<file path="src/rtl/result_uart_tx.sv">
// Queues 64-bit result records from the processor top and streams each one over a
// UART 8N1 line as a sync byte followed by the eight record bytes, MSB first.
module result_uart_tx #(
    parameter int         CLKS_PER_BIT = 434,
    parameter int         FIFO_DEPTH   = 4,
    parameter logic [7:0] SYNC_BYTE    = 8'hA5
) (
    input  logic                          clk,
    input  logic                          reset,
    input  logic [63:0]                   data,
    input  logic                          enable,
    output logic                          tx,
    output logic                          busy,
    output logic [$clog2(FIFO_DEPTH):0]   fifo_count,
    output logic                          overflow
);

    localparam int AW = $clog2(FIFO_DEPTH);
    localparam int BW = $clog2(CLKS_PER_BIT);
    localparam logic [AW:0]   FULL_COUNT = FIFO_DEPTH[AW:0];
    localparam logic [BW-1:0] BAUD_LAST  = BW'(CLKS_PER_BIT - 1);

    typedef enum logic [1:0] {IDLE, START, DATA, STOP} state_t;

    state_t        state, state_n;
    logic [63:0]   mem [FIFO_DEPTH];
    logic [AW-1:0] wr_ptr, rd_ptr;
    logic [AW:0]   count;
    logic          enable_q;
    logic [63:0]   last_rec;
    logic [71:0]   shreg, shreg_n;
    logic [7:0]    cur_byte;
    logic [3:0]    byte_idx, byte_idx_n;
    logic [2:0]    bit_idx, bit_idx_n;
    logic [BW-1:0] baud, baud_n;
    logic          push, pop, full, accept, baud_done;

    // enable is a level: a record is new on a rising enable or a changed value
    assign push      = enable & (~enable_q | (data != last_rec));
    assign full      = (count == FULL_COUNT);
    assign pop       = (state == IDLE) & (count != '0);
    assign accept    = push & (~full | pop);
    assign baud_done = (baud == BAUD_LAST);
    assign cur_byte  = shreg[71:64];

    always_ff @(posedge clk) begin
        if (!reset) begin
            enable_q <= 1'b0;
            last_rec <= '0;
            wr_ptr   <= '0;
            rd_ptr   <= '0;
            count    <= '0;
            overflow <= 1'b0;
        end else begin
            enable_q <= enable;
            if (push)
                last_rec <= data;
            if (accept) begin
                mem[wr_ptr] <= data;
                wr_ptr      <= wr_ptr + 1'b1;
            end
            if (pop)
                rd_ptr <= rd_ptr + 1'b1;
            if (push && full && !pop)
                overflow <= 1'b1;
            if (accept && !pop)
                count <= count + 1'b1;
            else if (!accept && pop)
                count <= count - 1'b1;
        end
    end

    always_ff @(posedge clk) begin
        if (!reset) begin
            state    <= IDLE;
            shreg    <= '0;
            byte_idx <= '0;
            bit_idx  <= '0;
            baud     <= '0;
        end else begin
            state    <= state_n;
            shreg    <= shreg_n;
            byte_idx <= byte_idx_n;
            bit_idx  <= bit_idx_n;
            baud     <= baud_n;
        end
    end

    always_comb begin
        state_n    = state;
        shreg_n    = shreg;
        byte_idx_n = byte_idx;
        bit_idx_n  = bit_idx;
        baud_n     = baud;
        tx         = 1'b1;
        case (state)
            IDLE: begin
                baud_n = '0;
                if (pop) begin
                    shreg_n    = {SYNC_BYTE, mem[rd_ptr]};
                    byte_idx_n = '0;
                    state_n    = START;
                end
            end
            START: begin
                tx = 1'b0;
                if (baud_done) begin
                    baud_n    = '0;
                    bit_idx_n = '0;
                    state_n   = DATA;
                end else begin
                    baud_n = baud + 1'b1;
                end
            end
            DATA: begin
                tx = cur_byte[bit_idx];
                if (baud_done) begin
                    baud_n = '0;
                    if (bit_idx == 3'd7)
                        state_n = STOP;
                    else
                        bit_idx_n = bit_idx + 1'b1;
                end else begin
                    baud_n = baud + 1'b1;
                end
            end
            STOP: begin
                if (baud_done) begin
                    baud_n = '0;
                    // bytes follow each other with no idle gap inside one record
                    if (byte_idx < 4'd8) begin
                        byte_idx_n = byte_idx + 1'b1;
                        shreg_n    = {shreg[63:0], 8'h00};
                        state_n    = START;
                    end else begin
                        state_n = IDLE;
                    end
                end else begin
                    baud_n = baud + 1'b1;
                end
            end
            default: state_n = IDLE;
        endcase
    end

    assign busy       = (state != IDLE) | (count != '0);
    assign fifo_count = count;

endmodule
</file>
<file path="config.mk">
export PLATFORM = sky130hd
export DESIGN_NAME = result_uart_tx
export DESIGN_NICKNAME = d
export VERILOG_FILES = /design/src/rtl/result_uart_tx.sv
export SDC_FILE = /design/constraint.sdc
export NUM_CORES = 1
export LEC_CHECK = 0
export BUFFER_PORTS_ARGS = -buffer_cell sky130_fd_sc_hd__buf_2
export CORE_MARGIN = 2
export CORE_UTILIZATION = 66
export CTS_BUF_LIST = sky130_fd_sc_hd__clkbuf_16
export CTS_CLUSTER_DIAMETER = 200
export DETAILED_ROUTE_END_ITERATION = 12
export PLACE_DENSITY_LB_ADDON = 0.15
export SETUP_SLACK_MARGIN = 0.05
export SYNTH_ARGS = -nofsm -noshare
export SYNTH_HDL_FRONTEND = slang
export SYNTH_SLANG_ARGS = --single-unit
</file>
<file path="constraint.sdc">
create_clock -name clk -period 4.94 [get_ports clk]
set_input_delay 0.741 -clock clk [delete_from_list [all_inputs] [get_ports clk]]
set_output_delay 0.741 -clock clk [all_outputs]
set_load 0.01 [all_outputs]
</file>
==> flow_summary_export.csv <==
group,metric,value,unit
floorplan,pin_count,73,
timing,hold_viol_final,0,
worst_setup_path,max_stage_delay,0.53,ns
final_layout,final_cell_mix,"256 x edfxtp_1, 163 x dfxtp_1, 151 x nand2_1",
worst_setup_path,worstSetupPathType,"in -> reg",
logic_synthesis,synth_area_per_cell,14.2,um^2
timing,fin_crit,3.45,ns
routing,ant_nets,0,
timing,setup_tns,0,ns
worst_setup_path,worstRegToRegCells,7,
logic_synthesis,synthArstFlopShare,0,%
worst_setup_path,critPathTopFamily,"simple AND/OR/NAND/NOR gates",
cts,cts_buffers,41,
worst_hold_path,hold_depth,2,
logic_synthesis,synth_nets,1283,
timing,rsz0062_at_grt,"no",
routing,viasPerCell,6.10,
place,io_buffers,72,
logic_synthesis,yosysWarnings,0,
worst_setup_path,worstPathArrival,3.67,ns
job,cap_viol_max_count,0,
worst_setup_path,critPathBufInv,2,
logic_synthesis,ys_types,49,
place,place_congestion,0.780,
timing,finalClockSkew,0.0149,ns
place,hpwl,23100,um
worst_setup_path,crit_path_max_fanout,33,
pwr,p_per_area,500,nW/um^2
routing,wl,36300,um
logic_synthesis,synth-edff-count,256,
pwr,p_leak,6.61,nW
global_routing,antenna_found_initial,2,
outcome,status,"completed",
routing,vias,9896,
final_layout,final_common_cell,"edfxtp_1",
floorplan,core_area,25300,um^2
routing,firstDrtPassIters,5,
cts,clock_latency,0.54,ns
timing,hold-worst-slack,0.455,ns
timing,clock.fmax,0.290,GHz
worst_hold_path,hold_path.class,"reg -> reg",
logic_synthesis,synth_area,17000,um^2
cts,ctsHoldBuffers,0,
logic_synthesis,synth_flop_cell,"edfxtp_1",
worst_setup_path,critical_path_cell_count,8,
final_layout,stdcell_area,19000,um^2
routing,drc,0,
timing,fin_crit_sh,69.7,%
cts,clkTransAtPathRegs,0.06,ns
place,place_area,17600,um^2
logic_synthesis,yosys-top-cells-area,"edfxtp_1 45%, dfxtp_1 19%, mux4_2 8.7%",
cts,clockRootBuffer,"clkbuf_16",
routing,drtIter0Drc,1122,
global_routing,track_usage,28.0,%
floorplan,die_h,165,um
worst_setup_path,crit_chain,"buf_2, xnor2_1, o221ai_1, nor4_1, nand4_1, o211a_1, and3_2, buf_4",
final_layout,nets,1341,
cts,clk_path_buf_depth,3,
floorplan,initial_core_util,67.4,%
cts,postCtsSetupRepairBufs,0,
logic_synthesis,netlist_instances,1200,
timing,finalSetupViolCount,0,
floorplan,die_w,165,um
timing,worst_pin_slew,1.17,ns
cts,tritoncts,"yes",
logic_synthesis,ys_seq_area_share,64.6,%
global_routing,grt_pass1_wl,56500,um
floorplan,dieArea,27100,um^2
worst_setup_path,startpoint_type,"input port",
cts,cts.sinks,421,
logic_synthesis,ys_ff_latch,421,
final_layout,synthToLayoutAreaGrowth,11.6,%
worst_setup_path,worst-endpoint-required,5.17,ns
global_routing,grt_pass1_vias,9747,
logic_synthesis,synth_top_area_share,45.2,%
final_layout,drive_gt1_share,18.0,%
timing,finalMaxSlewViolations,0,
floorplan,rows,58,
timing,worst_slew_margin_rel,21.7,%
logic_synthesis,synth.largest_area_cell,"edfxtp_1",
global_routing,grt_max_degree,116,
pwr,ir_drop,0.380,mV
cts,cts_htree_levels,2,
global_routing,grt.overflow.total,0,
cts,cts-resized-gates,0,
worst_setup_path,worstSetupEndpointType,"register",
worst_setup_path,cpMaxStageDelayCell,"and3_2",
routing,wire_per_inst,22.3,um
-- cell type report --
cell class | count | area [um^2]
fillers | 1560 | 6270
multi-input cells | 687 | 5640
flip-flops and latches | 421 | 11000
diodes | 2 | 5.00
clock buffers | 44 | 1100
clock inverters | 32 | 263
well taps | 330 | 413
inverters | 21 | 78.8
repair buffers | 86 | 480
-- metrics by stage --
stage	utilization, %	setup WS, ns	cells	total power [W]
after floorplan	-	1.42	1200	0.00587
after global placement	69.7	0.999	1545	0.00637
after detailed placement	69.7	1.01	1545	0.00644
after CTS	75.1	1.54	1621	0.00954
after global routing	75.1	1.39	1622	0.00989
final	75.2	1.49	1623	0.00949
-- sequential cells by signal, summed over array words and instances (netlist names), 2 cells and up, named ones only --
name,count
bit_idx,3
baud,9
last_rec,64
fifo_count,3
mem,256
rd_ptr,2
state,2
shreg,72
wr_ptr,2
byte_idx,4
-- synthesized netlist by cell type, types with 2 or more instances --
cell       instances
edfxtp_1         256
dfxtp_1          165
nand2_1          152
mux2i_1          126
nor2_1            82
mux4_2            66
a211oi_1          57
clkbuf_1          49
xnor2_1           38
inv_1             21
nand3_1           20
a21oi_1           19
xor2_1            17
ha_1              15
buf_2             14
nand2b_1          14
nor2b_1           13
nand4_1            9
nor3_1             8
nor4_1             7
buf_6              6
and3_1             5
a2111o_1           4
nand3b_1           3
o2111ai_1          3
o21ai_0            3
o221ai_1           3
buf_1              2
o22ai_1            2
or2_2              2
-- path summary, 6_finish.rpt --
check / endpoint / from / slack [ns]
worst max-delay path: mem[2][6] / data[44] / 1.49
worst min-delay path: shreg[68] / shreg[60] / 0.46
worst max register to register: mem[2][6] / last_rec[44] / 1.56
worst min register to register: shreg[68] / shreg[60] / 0.46
-- power by group --
group / total [W] / leakage (nW) / internal, W / switching (W)
Clock: 0.00311 / 0.688 / 0.00182 / 0.00129
Combinational: 0.00203 / 2.24 / 0.000859 / 0.00117
Sequential: 0.00435 / 3.69 / 0.00409 / 0.000255
-- worst reg2reg max path: cells and delay by family (launching register included) --
kind            cells  cell delay (ns)
buf+inv             1             0.43
simple gates        3             1.31
flops               1             0.32
compound gates      2             0.60
xor+xnor            1             0.37
-- cell families after synthesis --
| family | count (synthesis) | share of synthesized area [%] |
|---|---|---|
| flip-flops | 421 | 64.6 |
| AND/OR/NAND/NOR | 325 | 8.52 |
| multiplexers | 193 | 16.2 |
| AO/OA/AOI/OAI | 98 | 4.19 |
| buffers and inverters | 92 | 2.40 |
| XOR/XNOR | 55 | 2.83 |
| adder cells (fa/ha/maj) | 16 | 1.22 |
-- metal layers --
layer / vias to the layer above / GRT usage, % / routed length, um
li1: 4564 / - / -
met1: 4934 / 40.1 / 15300
met2: 354 / 45.5 / 17800
met3: 44 / 4.37 / 2510
met4: 0 / 7.39 / 694
met5: - / 0 / 0
Note: power is estimated with default switching activity, not from simulation.
